`src/rtl/delay_timer_arbiter_if.sv`:
```
// Request/grant bundle between requesters and the shared delay timer.
// Requesters hold req until done (or drop it to abandon); the timer owns every output.
interface delay_timer_arbiter_if #(
  parameter int NREQ    = 4,
  parameter int CBITS   = 15,
  parameter int ID_BITS = 2
);
  logic [NREQ-1:0]       req;
  logic [NREQ*CBITS-1:0] req_delay;
  logic [NREQ-1:0]       gnt;
  logic [NREQ-1:0]       done;
  logic                  busy;
  logic [ID_BITS-1:0]    grant_id;
  logic [CBITS-1:0]      cnt;

  modport master (
    output req, req_delay,
    input  gnt, done, busy, grant_id, cnt
  );

  modport slave (
    input  req, req_delay,
    output gnt, done, busy, grant_id, cnt
  );
endinterface

```
`src/rtl/delay_timer_arbiter.sv`:
```
// Round-robin shared delay counter: grant at edge t+1, done pulse after edge t+D+2.
// Requesters wait by holding req; dropping req mid-count abandons the slot with no done.
module delay_timer_arbiter #(
  parameter int NREQ    = 4,
  parameter int CBITS   = 15,
  parameter int ID_BITS = 2
) (
  input  logic                  clk,
  input  logic                  rst,
  delay_timer_arbiter_if.slave  bus
);

  typedef enum logic [1:0] {S_IDLE, S_COUNT, S_DONE} state_t;

  state_t                         r_state;
  state_t                         w_state_nxt;
  logic [CBITS-1:0]               r_cnt, w_cnt_nxt;
  logic [NREQ-1:0]                r_gnt, w_gnt_nxt;
  logic [NREQ-1:0]                r_done, w_done_nxt;
  logic [ID_BITS-1:0]             r_gid, w_gid_nxt;
  logic [ID_BITS-1:0]             r_ptr, w_ptr_nxt;
  logic [ID_BITS-1:0]             w_sel;
  logic                           w_sel_vld;
  logic [NREQ-1:0][CBITS-1:0]     w_dly;

  assign w_dly = bus.req_delay;

  // Search starts just past the last served requester so it ranks last.
  always_comb begin
    w_sel     = '0;
    w_sel_vld = 1'b0;
    for (int k = 1; k <= NREQ; k++) begin
      int                 w_idx;
      logic [ID_BITS-1:0] w_cand;
      w_idx = int'(r_ptr) + k;
      if (w_idx >= NREQ) w_idx = w_idx - NREQ;
      w_cand = ID_BITS'(w_idx);
      if (!w_sel_vld && bus.req[w_cand]) begin
        w_sel     = w_cand;
        w_sel_vld = 1'b1;
      end
    end
  end

  always_comb begin
    w_state_nxt = r_state;
    w_cnt_nxt   = r_cnt;
    w_gnt_nxt   = r_gnt;
    w_done_nxt  = '0;
    w_gid_nxt   = r_gid;
    w_ptr_nxt   = r_ptr;
    case (r_state)
      S_IDLE: begin
        if (w_sel_vld) begin
          w_state_nxt = S_COUNT;
          w_gnt_nxt   = NREQ'(1) << w_sel;
          w_gid_nxt   = w_sel;
          w_cnt_nxt   = w_dly[w_sel];
        end
      end
      S_COUNT: begin
        // Abandon wins over completion when both happen together.
        if (!bus.req[r_gid]) begin
          w_state_nxt = S_IDLE;
          w_gnt_nxt   = '0;
          w_ptr_nxt   = r_gid;
        end else if (r_cnt == '0) begin
          w_state_nxt = S_DONE;
          w_gnt_nxt   = '0;
          w_done_nxt  = NREQ'(1) << r_gid;
          w_ptr_nxt   = r_gid;
        end else begin
          w_cnt_nxt = r_cnt - 1'b1;
        end
      end
      default: begin
        w_state_nxt = S_IDLE;
      end
    endcase
  end

  always_ff @(posedge clk or posedge rst) begin
    if (rst) begin
      r_state <= S_IDLE;
      r_cnt   <= '0;
      r_gnt   <= '0;
      r_done  <= '0;
      r_gid   <= '0;
      r_ptr   <= ID_BITS'(NREQ - 1);
    end else begin
      r_state <= w_state_nxt;
      r_cnt   <= w_cnt_nxt;
      r_gnt   <= w_gnt_nxt;
      r_done  <= w_done_nxt;
      r_gid   <= w_gid_nxt;
      r_ptr   <= w_ptr_nxt;
    end
  end

  assign bus.gnt      = r_gnt;
  assign bus.done     = r_done;
  assign bus.busy     = (r_state != S_IDLE);
  assign bus.grant_id = r_gid;
  assign bus.cnt      = r_cnt;

  a_gnt_onehot: assert property (@(posedge clk) disable iff (rst) $onehot0(r_gnt));
  a_done_onehot: assert property (@(posedge clk) disable iff (rst) $onehot0(r_done));
  a_gnt_done_excl: assert property (@(posedge clk) disable iff (rst) !((|r_gnt) && (|r_done)));
  a_done_single: assert property (@(posedge clk) disable iff (rst) (|r_done) |=> !(|r_done));
  a_gnt_in_count: assert property (@(posedge clk) disable iff (rst) (|r_gnt) |-> (r_state == S_COUNT));

endmodule
```
`src/flat_wrapper.sv`:
```
// flat-port wrapper written by rule: the top's interface ports become plain ports
module delay_timer_arbiter_flat 
#(
  parameter int NREQ    = 4,
  parameter int CBITS   = 15,
  parameter int ID_BITS = 2
)
  (clk, rst, bus_req, bus_req_delay, bus_gnt, bus_done, bus_busy, bus_grant_id, bus_cnt);
  delay_timer_arbiter_if #(.NREQ(NREQ), .CBITS(CBITS), .ID_BITS(ID_BITS)) bus_i ();
  input  logic clk;
  input  logic rst;
  input wire logic [$bits(bus_i.req)-1:0] bus_req;
  input wire logic [$bits(bus_i.req_delay)-1:0] bus_req_delay;
  output wire logic [$bits(bus_i.gnt)-1:0] bus_gnt;
  output wire logic [$bits(bus_i.done)-1:0] bus_done;
  output wire logic [$bits(bus_i.busy)-1:0] bus_busy;
  output wire logic [$bits(bus_i.grant_id)-1:0] bus_grant_id;
  output wire logic [$bits(bus_i.cnt)-1:0] bus_cnt;
  assign bus_i.req = bus_req;
  assign bus_i.req_delay = bus_req_delay;
  assign bus_gnt = bus_i.gnt;
  assign bus_done = bus_i.done;
  assign bus_busy = bus_i.busy;
  assign bus_grant_id = bus_i.grant_id;
  assign bus_cnt = bus_i.cnt;
  delay_timer_arbiter #(.NREQ(NREQ), .CBITS(CBITS), .ID_BITS(ID_BITS)) u_core (.clk(clk), .rst(rst), .bus(bus_i));
endmodule
```
`config.mk`:
```
export PLATFORM = sky130hd
export DESIGN_NAME = delay_timer_arbiter_flat
export DESIGN_NICKNAME = d
export VERILOG_FILES = /design/src/rtl/delay_timer_arbiter_if.sv /design/src/rtl/delay_timer_arbiter.sv /design/src/flat_wrapper.sv
export SDC_FILE = /design/constraint.sdc
export NUM_CORES = 1
export LEC_CHECK = 0
export CORE_ASPECT_RATIO = 2
export CORE_MARGIN = 8
export CORE_UTILIZATION = 60
export CTS_BUF_LIST = sky130_fd_sc_hd__clkbuf_16
export CTS_CLUSTER_DIAMETER = 100
export DETAILED_ROUTE_END_ITERATION = 10
export DONT_BUFFER_PORTS = 1
export PLACE_DENSITY = 0.82
export SLEW_MARGIN = 20
export SYNTH_ARGS = -nofsm -noshare
export SYNTH_HDL_FRONTEND = slang
export SYNTH_SLANG_ARGS = --single-unit
```
`constraint.sdc`:
```
create_clock -name clk -period 2.47 [get_ports clk]
set_input_delay 0.3705 -clock clk [delete_from_list [all_inputs] [get_ports clk]]
set_output_delay 0.3705 -clock clk [all_outputs]
set_load 0.005 [all_outputs]
```
==> results of run 1 <==
[cells in the mapped netlist (2+ instances only)]
cell,n,share of area
nand4b_1,3,0.012
nand3_1,15,0.033
a21o_1,4,0.013
a21boi_0,3,0.0099
mux2i_1,12,0.053
o21bai_1,3,0.0099
inv_1,5,0.0082
nor4_2,2,0.011
and3_1,12,0.033
o21ai_0,17,0.037
o21ai_1,2,0.0044
o211ai_1,2,0.0066
o2bb2ai_1,2,0.0077
o22a_1,2,0.0077
mux2_2,3,0.015
nand2b_1,5,0.014
dfstp_2,2,0.023
nand4_1,2,0.0055
clkbuf_1,4,0.0066
ha_1,2,0.011
nand2_1,12,0.020
nor2_1,12,0.020
o31ai_1,4,0.013
a22o_1,2,0.0077
dfrtp_1,27,0.30
buf_4,2,0.0066
o22ai_1,2,0.0055
a211oi_1,8,0.026
nor2b_1,2,0.0055
nor3_1,6,0.013
o221ai_1,4,0.015
a31oi_1,7,0.019
a21oi_1,15,0.033
buf_2,6,0.013
nor4_1,3,0.0082
o21ai_2,2,0.0077
o21a_1,2,0.0066
[area by class of cell]
class,count,share of cell area
inverters,6,0.00888
clock buffers,5,0.0493
well taps,49,0.0242
clock inverters,3,0.00493
multi-input cells,206,0.576
repair buffers,15,0.0493
flip-flops and latches,29,0.287
[registers in the layout, indices dropped and copies added (netlist names)]
signal	cells
u_core.bus.gnt	4
u_core.bus.cnt	15
u_core.bus.done	4
u_core.bus.grant_id	2
u_core.r_ptr	2
u_core.r_state	2
[through the flow]
step / cell area [µm²] / power (µW) / hold WS (ns) / util / cells
after floorplan: 2280 / 2320 / 0.447 / - / 254
after global placement: 2390 / 2870 / 0.353 / 0.656 / 305
after detailed placement: 2390 / 2910 / 0.358 / 0.656 / 305
after CTS: 2530 / 3490 / 0.0631 / 0.694 / 313
after global routing: 2540 / 3730 / 0.0837 / 0.696 / 313
final: 2540 / 3530 / 0.0502 / 0.696 / 313
[timing repair]
action | in CTS | in global routing
resized for setup | 0 | 1
hold endpoints to repair | 0 | 0
setup endpoints to repair | 0 | 6
[critical path, stage by stage (launching register included)]
cell	delay [ns]
dfrtp_1	0.44
inv_1	0.11
ha_1	0.16
nor4b_2	0.32
and4_1	0.41
nor2_1	0.19
a221oi_1	0.31
o211ai_1	0.13
[routing by layer]
| layer | wire [µm] | share of wire |
|---|---|---|
| met5 | 0 | 0 |
| met4 | 474 | 0.058 |
| met3 | 607 | 0.074 |
| met2 | 4230 | 0.52 |
| met1 | 2870 | 0.35 |
[power breakdown]
group / total [µW] / switching (µW) / internal (µW)
clock: 586 / 222 / 364
sequential: 1050 / 360 / 687
combinational: 1900 / 1090 / 809
total: 3530 / 1670 / 1860
[worst max path at each step]
stage                       from            endpoint  slack [ns]  cells after the start
2_1_floorplan  u_core.bus.cnt[0]   u_core.bus.gnt[1]        0.55                      8
5_1_grt        u_core.bus.cnt[0]  u_core.bus.cnt[12]        0.11                      7
3_5_place_dp   u_core.bus.cnt[0]  u_core.bus.cnt[12]        0.19                      7
6_report       u_core.bus.cnt[0]  u_core.bus.cnt[12]        0.27                      7
3_3_place_gp   u_core.bus.cnt[0]  u_core.bus.cnt[12]        0.31                      7
4_1_cts        u_core.bus.cnt[0]  u_core.bus.cnt[12]        0.17                      7
[kinds of logic (layout without fill, tap and decap cells)]
| family | after synthesis | in the layout |
|---|---|---|
| AOI/OAI and AO/OA | 99 | 99 |
| and+or+nand+nor | 90 | 90 |
| DFF | 29 | 29 |
| buffers and inverters | 19 | 29 |
| muxes | 15 | 15 |
| adders and majority gates | 2 | 2 |
==> results by group, run 1 <==
Die
  • Die Y: about 100 µm
  • DIE AREA: between 0.006 and 0.007 mm²
  • Core area: between 0.003 and 0.004 mm²
  • Die width: slightly below 60 µm
  • Starting density of the core: 0.625
  • # rows: 31
  • Ports: 92

Worst setup path
  • Critical path peak fanout: 6
  • RR Startpoint: u_core.bus.cnt[0]
  • Reg2reg end: u_core.bus.cnt[12]
  • Worst Path Arrival: about 2.3 ns
  • CP endpoint kind: flip-flop
  • Critical Setup Path Class: flip-flop to flip-flop
  • FF-to-FF setup slack: ~0.27 ns
  • Critical Path RT: 2.61 ns
  • Critical path launch point type: flip-flop
  • R2R depth: 7

Routing
  • Routed wire per std cell: approximately 26 µm
  • Antenna viol nets, final: 0
  • Drt drc: 0
  • DR vias: approximately 2.3k
  • Vias per cell: between 7 and 8
  • Initial DRC count: approximately 120
  • Drt total wl: ~8200 µm
  • First-pass DRT Iterations: 4

Synthesis
  • Seq cells post-synth: 29
  • Post-synthesis instance area: roughly 0.0023 mm²
  • Compound-Gate Fraction of Synth Area: 0.320
  • Post-synth net total: 322
  • XOR/XNOR Fraction of Synth Area: 0
  • Post-synth cell types: 73
  • Mean Syn Cell Area: between 8 and 9 µm²
  • Largest family of logic cells by synthesized area: compound AO/OA/AOI/OAI gates
  • Ys flop type: dfrtp_1
  • Seq/Total Area, Yosys: 0.320
  • Synthesis Warnings: 0
  • Number of enable flip-flop cells after synthesis: 0
  • Mapped Cells: 254
  • Multiplexer share of the synthesized area: 0.0676
  • Synth Area in Adders: 0.0110
  • Simple-Gate Fraction of Synth Area: 0.240
  • Async SR Flop Fraction: 1.00

GRT
  • Pin count of the biggest net entering global routing: 30
  • GRT Max-Usage Layer: met2
  • Met1 GRT Util: 0.273
  • First-pass GRT wire length: around 12,000 µm
  • Met2 Usage GRT: 0.472
  • Total congestion overflow: 0
  • Gr usage total: 0.271
  • Vias in the first global route: around 2.4k
  • Antenna violations before repair: 0
  • Met3 usage in global routing: 0.0675

STA
  • Clock Skew: 0.00365 ns
  • Pins Over Slew Limit: 0
  • Setup WS post-layout: approximately 0.27 ns
  • Final hold vios: 0
  • Setup violations, final: 0
  • Worst Tran Pin Value: about 0.65 ns
  • Achievable Freq: 455 MHz
  • Relative slew slack: 0.564
  • Tcrit/Tclk final: 0.890
  • RSZ-0062 raised after global routing: false
  • Tmin final: 2.20 ns
  • Total negative setup slack: 0 ns

Clock network
  • CTS Sinks: 29
  • H-tree Lvls: 2
  • Post-CTS setup repair buffer count: 0
  • Clock transition at path regs: roughly 0.050 ns
  • Clk buf depth: 2
  • CTS tree: yes
  • Root buffer cell: clkbuf_16
  • CTS Buf Count: 5
  • CTS Hold Buffers Added: 0
  • Clock Latency Late Sink: between 0.2 and 0.3 ns

Layout
  • Fill cell count: 330
  • Leading cell types in the layout, fill and taps excluded: 27 x dfrtp_1, 17 x o21ai_0, 15 x nand3_1, 15 x a21oi_1, 14 x buf_4
  • Final nets: 331
  • Multi-input gate area: between 0.001 and 0.0015 mm²
  • Seq. cell area: between 700 and 800 µm²
  • # diodes: 0
  • Ratio of cells with drive above 1 in the final layout: 0.182
  • Commonest non-fill, non-tap cell in the layout: dfrtp_1
  • Layout area overhead: 11.4%

Pwr
  • VDD IR-drop max: between 0.8 and 0.9 mV
  • P per Cell Area: roughly 1400 mW/mm²
  • Leak: ~0.0010 µW

Run
  • Max-Cap Viols: 0

Placement
  • Final GP Congestion: 0.952
  • # port buffers: 0
  • Pre-CTS WS: ~0.19 ns
  • HPWL after DPL: 6340 µm

Status
  • Run status: complete, no violations

Worst hold path
  • Worst Hold Class: input pin to async pin
Power figures use the tool's default switching activity.
==> run 2, diff against run 1 <==
Settings changed: CORE_UTILIZATION 60 to 55, PLACE_DENSITY 0.82 to 0.76.
==> run 2 against run 1 <==
  * Cell count rose by 1.3%
  * Global-route usage decreased by 1.9 points
  * Clock power shrank 3%
  * Design area up 0.44%
  * Combinational power hardly changed
  * Via count decreased by 3.0%
  * Wire length down 0.81%
  * Count of clock-buffer cells in the layout is the same
  * Clock skew up 0.0039 ns
  * Flip-flop and latch count did not move
  * Worst hold slack better by 0.00062 ns
  * Maximum frequency increased by 1.3%
  * Largest power group unchanged
  * Highest routed layer unchanged
==> results by group, run 2 (synthesis results as in run 1) <==
STA
  • Tcrit/Tclk final: 0.878 (-0.0116)
  • Pins Over Slew Limit: 0 (unchanged)
  • Achievable Freq: 461 MHz (+1.3%)
  • Final hold vios: 0 (unchanged)
  • WHS: 0.0508 ns (+0.000623 ns)
  • RSZ-0062 raised after global routing: false
  • Clock Skew: 0.00756 ns (+0.00390 ns)
  • Total negative setup slack: 0 ns (unchanged)
  • Setup violations, final: 0 (unchanged)
  • Relative slew slack: 0.558 (-0.00607)
  • Worst Tran Pin Value: 0.657 ns (+0.00904 ns)
  • Tmin final: 2.17 ns (-0.0287 ns)

Worst setup path
  • CP endpoint kind: flip-flop
  • Slowest-stage cell, CP: nor4_2
  • R2R depth: 4 (-3)
  • Reg2reg end: u_core.bus.cnt[13]
  • Critical Setup Path Class: flip-flop to flip-flop
  • FF-to-FF setup slack: 0.30 ns (+0.03 ns)
  • Worst Path Buf+Inv: 0 (-1)
  • Worst Path Arrival: 2.29 ns (-0.05 ns)
  • CP delay by family, top: simple AND/OR/NAND/NOR gates
  • Critical path peak fanout: 7 (+1)
  • Critical path launch point type: flip-flop
  • Critical Path RT: 2.59 ns (-0.02 ns)
  • CP max stage delay: 0.64 ns (+0.20 ns)
  • Most used cell, CP: nand4b_1
  • Worst-path cell chain: nor4_2 -> nand4b_1 -> o311ai_0 -> nand4b_1
  • RR Startpoint: u_core.bus.cnt[4]

Routing
  • DR vias: 2,233 (-3.0%)
  • Vias per cell: 7.04 (-4.3%)
  • Drt total wl: 8120 µm (-0.81%)
  • Antenna viol nets, final: 0 (unchanged)
  • Drt drc: 0 (unchanged)
  • First-pass DRT Iterations: 4 (unchanged)
  • Initial DRC count: 103 (-17%)
  • Routed wire per std cell: 25.6 µm (-2.1%)

Pwr
  • Leak: 0.00104 µW (+0.52%)
  • P per Cell Area: 1390 mW/mm² (-0.30%)
  • VDD IR-drop max: 0.798 mV (-6.7%)
  • Pwr Total: 3540 µW (+0.15%)

Clock network
  • Post-CTS setup repair buffer count: 0 (unchanged)
  • CTS tree: yes
  • Root buffer cell: clkbuf_16
  • Clock Latency Late Sink: 0.27 ns (about the same)
  • CTS Sinks: 29 (unchanged)
  • H-tree Lvls: 2 (unchanged)
  • CTS Buf Count: 5 (unchanged)
  • Clock transition at path regs: 0.05 ns (about the same)
  • Clk buf depth: 2 (unchanged)

Placement
  • Placed Area: 0.00240 mm² (+0.47%)
  • Final GP Congestion: 0.986 (+3.5%)
  • Dpl cells: 309 (+1.3%)
  • HPWL after DPL: 6550 µm (+3.3%)
  • # port buffers: 0 (unchanged)

GRT
  • Met3 usage in global routing: 0.0516 (-0.0159)
  • Met2 Usage GRT: 0.457 (-0.0152)
  • Antenna violations before repair: 0 (unchanged)
  • Total congestion overflow: 0 (unchanged)
  • Vias in the first global route: 2,330 (-2.8%)
  • GRT Max-Usage Layer: met2
  • Met1 GRT Util: 0.249 (-0.0234)
  • First-pass GRT wire length: 12,300 µm (-1.4%)
  • Pin count of the biggest net entering global routing: 30 (unchanged)
  • Gr usage total: 0.251 (-0.0193)

Die
  • Ports: 92 (unchanged)
  • DIE AREA: 0.00658 mm² (+7.1%)
  • Starting density of the core: 0.563 (-0.0618)
  • Die Y: 107 µm (+3.8%)
  • Die width: 61.5 µm (+3.3%)
  • Core area: 0.00405 mm² (+11%)
  • # rows: 33 (+6.5%)

Layout
  • Fill cell count: 373 (+13%)
  • Cell area after layout: 0.00255 mm² (+0.44%)
  • Commonest non-fill, non-tap cell in the layout: dfrtp_1
  • # diodes: 0 (unchanged)
  • Post-Layout Cell Count: 317 (+1.3%)
  • Final nets: 332 (+0.30%)
  • Leading cell types in the layout, fill and taps excluded: 27 x dfrtp_1, 17 x o21ai_0, 15 x nand3_1, 15 x a21oi_1, 15 x buf_4
  • Layout area overhead: 11.9%
  • Ratio of cells with drive above 1 in the final layout: 0.185 (+0.00309)
  • Max reg flops: 15 (unchanged)

Status
  • Run status: complete, no violations

Run
  • Max-Cap Viols: 0 (unchanged)

Worst hold path
  • Worst Hold Class: input pin to async pin
## run 2: cell types whose count changed in the layout (fill, tap and decap cells not counted), sizes merged
cell,previous run,this run
buf,15,16
## run 2: power breakdown
group / internal [µW] / switching (µW) / total, µW
Sequential: 687 / 352 / 1040
Clock: 363 / 205 / 568
Combinational: 829 / 1100 / 1930
## run 2: final cells by class
cell class	instances	area, µm²	area share
Clock buffer	5	125	0.0491
Clock inverter	3	12.5	0.00491
Inverter	6	22.5	0.00884
Multi-Input combinational cell	206	1460	0.574
Sequential cell	29	728	0.286
Tap cell	52	65.1	0.0255
Timing Repair Buffer	16	133	0.0521
## run 2: worst max-delay path by stage
stage	from	to	slack, ns	cells after the start
floorplan	u_core.bus.cnt[0]	u_core.bus.gnt[1]	0.55	8
finish	u_core.bus.cnt[4]	u_core.bus.cnt[13]	0.30	4
detailed placement	u_core.bus.cnt[1]	u_core.bus.cnt[2]	0.24	8
CTS	u_core.bus.cnt[1]	u_core.bus.cnt[2]	0.16	8
global placement	u_core.bus.cnt[1]	u_core.bus.cnt[2]	0.26	8
global route	u_core.bus.cnt[1]	u_core.bus.cnt[2]	0.14	8
## run 2: repair_timing
action	CTS	global route
endpoints found under the hold margin	0	0
gates resized for setup	0	1
endpoints found under the setup margin	0	1
hold buffers	0	0
## run 2: per-stage QoR
stage          setup slack (ns)   util
2_1_floorplan             0.553      -
3_3_place_gp              0.259  0.594
3_5_place_dp              0.244  0.594
4_1_cts                   0.161  0.628
5_1_grt                   0.144  0.630
6_report                  0.300  0.630
## run 2: routing by layer
| metal | share of wire | vias to the layer above |
|---|---|---|
| li1 | - | 1019 |
| met2 | 0.56 | 112 |
| met1 | 0.34 | 1080 |
| met4 | 0.035 | 0 |
| met5 | 0 | - |
| met3 | 0.070 | 22 |
==> run 3, diff against run 2 <==
Settings changed: CORE_ASPECT_RATIO 2 to 1.25, CORE_UTILIZATION 55 to 40, PLACE_DENSITY 0.76 to 0.6.
==> run 3 against run 2 <==
  * Sequential share of layout area about the same
  * Worst hold slack better by 0.0062 ns
  * Critical path type unchanged
  * Register-to-register slack worse by 0.09 ns
  * Largest power group unchanged
==> results by group, run 3 (synthesis results as in run 1) <==
GRT
  • Gr usage total: 0.183 (-0.0687)
  • Pin count of the biggest net entering global routing: 30 (unchanged)
  • Vias in the first global route: 2,224 (-4.5%)
  • First-pass GRT wire length: 12,300 µm (+0.17%)
  • Antenna violations before repair: 0 (unchanged)
  • Total congestion overflow: 0 (unchanged)

STA
  • WHS: 0.0570 ns (+0.00620 ns)
  • Tcrit/Tclk final: 0.915 (+0.0364)
  • Tmin final: 2.26 ns (+0.0900 ns)
  • Setup violations, final: 0 (unchanged)
  • RSZ-0062 raised after global routing: false
  • Achievable Freq: 443 MHz (-4.0%)
  • Relative slew slack: 0.557 (-0.00108)
  • Clock Skew: 0.00726 ns (-0.000296 ns)
  • Total negative setup slack: 0 ns (unchanged)
  • Final hold vios: 0 (unchanged)
  • Worst Tran Pin Value: 0.663 ns (+0.00573 ns)
  • Pins Over Slew Limit: 0 (unchanged)

Clock network
  • Root buffer cell: clkbuf_16
  • Clock Latency Late Sink: 0.28 ns (about the same)
  • Clk buf depth: 2 (unchanged)
  • CTS Buf Count: 5 (unchanged)
  • CTS Sinks: 29 (unchanged)
  • CTS tree: yes
  • H-tree Lvls: 2 (unchanged)
  • Clock transition at path regs: 0.05 ns (about the same)

Layout
  • Layout area overhead: 12.0%
  • Multi-input gate area: 0.00146 mm² (unchanged)
  • Seq. cell area: 728 µm² (unchanged)
  • Leading cell types in the layout, fill and taps excluded: 27 x dfrtp_1, 17 x o21ai_0, 16 x buf_4
  • Max reg flops: 15 (unchanged)
  • Commonest non-fill, non-tap cell in the layout: dfrtp_1
  • Ratio of cells with drive above 1 in the final layout: 0.189 (+0.00377)
  • Final nets: 332 (unchanged)
  • Fill cell count: 548 (+47%)
  • # diodes: 0 (unchanged)

Worst setup path
  • Critical Setup Path Class: flip-flop to flip-flop
  • Critical Path RT: 2.60 ns (about the same)
  • CP endpoint kind: flip-flop
  • Worst-path cell chain: nor4_2 -> nand4_2 -> a21oi_4 -> inv_2 -> o21ai_0 -> a211oi_1
  • Slowest-stage cell, CP: nor4_2
  • Critical path launch point type: flip-flop
  • CP max stage delay: 0.51 ns (-0.13 ns)
  • Worst Path Arrival: 2.39 ns (+0.10 ns)
  • Critical path peak fanout: 9 (+2)

Placement
  • Final GP Congestion: 0.942 (-4.5%)
  • HPWL after DPL: 6310 µm (-3.6%)
  • # port buffers: 0 (unchanged)

Die
  • Die Y: 100 µm (-6.2%)
  • Ports: 92 (unchanged)
  • Die width: 83.5 µm (+36%)
  • Core area: 0.00548 mm² (+35%)
  • Starting density of the core: 0.416 (-0.147)
  • DIE AREA: 0.00838 mm² (+27%)
  • # rows: 30 (-9.1%)

Status
  • Run status: complete, no violations

Worst hold path
  • Worst Hold Class: input pin to async pin

Pwr
  • Leak: 0.00104 µW (+0.25%)
  • VDD IR-drop max: 0.458 mV (-43%)
  • P per Cell Area: 1370 mW/mm² (-1.2%)

Routing
  • First-pass DRT Iterations: 5 (+1)
  • Drt total wl: 8040 µm (-0.96%)
  • Routed wire per std cell: 24.4 µm (-4.6%)
  • DR vias: 2,176 (-2.6%)
  • Initial DRC count: 202 (+96%)
  • Antenna viol nets, final: 0 (unchanged)
  • Vias per cell: 6.61 (-6.1%)
  • Drt drc: 0 (unchanged)

Run
  • Max-Cap Viols: 0 (unchanged)
-- run 3: changes by cell type in the layout (fill, tap and decap cells not counted) --
cell and delta:
buf_4 +1, clkinv_2 +1, inv_1 +1, clkinv_1 -2
buf_12 -1
-- run 3: final cells by class --
class / instances / area share
Multi-Input combinational cell: 206 / 0.573
Clock inverter: 3 / 0.00539
Clock buffer: 5 / 0.0490
Sequential cell: 29 / 0.285
Tap cell: 64 / 0.0314
Inverter: 6 / 0.00883
Timing Repair Buffer: 16 / 0.0471
-- run 3: metrics by stage --
step	instances	power, µW	util	setup WS [ns]	cell area [µm²]
after detailed placement	321	2910	0.439	0.208	2410
after floorplan	254	2320	-	0.553	2280
final	329	3500	0.466	0.210	2550
after global placement	321	2900	0.439	0.308	2410
after global routing	329	3730	0.466	0.0908	2550
after CTS	329	3490	0.464	0.198	2540
-- run 3: repair_timing --
item	4_1_cts	5_1_grt
hold buffers	0	0
buffers inserted	0	0
setup endpoints to repair	0	4
gates resized for setup	0	1
-- run 3: power breakdown --
part           internal (µW)  total, µW  switching [µW]
Clock                    365        576             212
Sequential               687       1060             369
Combinational            803       1870            1060
Total                   1850       3500            1640
-- run 3: worst paths after layout --
kind,from,end,slack [ns],depth (start not counted)
max,u_core.bus.cnt[4],u_core.bus.cnt[2],0.21,6
min,rst,u_core.bus.cnt[10],0.06,2
max reg2reg,u_core.bus.cnt[4],u_core.bus.cnt[2],0.21,6
min reg2reg,u_core.bus.gnt[3],u_core.bus.gnt[3],0.54,1
max in group asynchronous,rst,u_core.r_ptr[0],2.10,2
min in group clk,bus_req_delay[24],u_core.bus.cnt[9],0.27,2
-- run 3: worst max-delay path, delay by kind of cell, from the launching register on --
kind	cells	cell delay, ns
AO/OA/AOI/OAI	3	0.62
flip-flops	1	0.50
AND/OR/NAND/NOR	2	0.89
buffers and inverters	1	0.10
-- run 3: metal layers --
layer  vias up  track usage  part of all wire
li1       1022            -                 -
met1      1042        0.218              0.42
met2       100        0.300              0.48
met3        12       0.0608             0.086
met4         0       0.0613             0.015
met5         -            0                 0
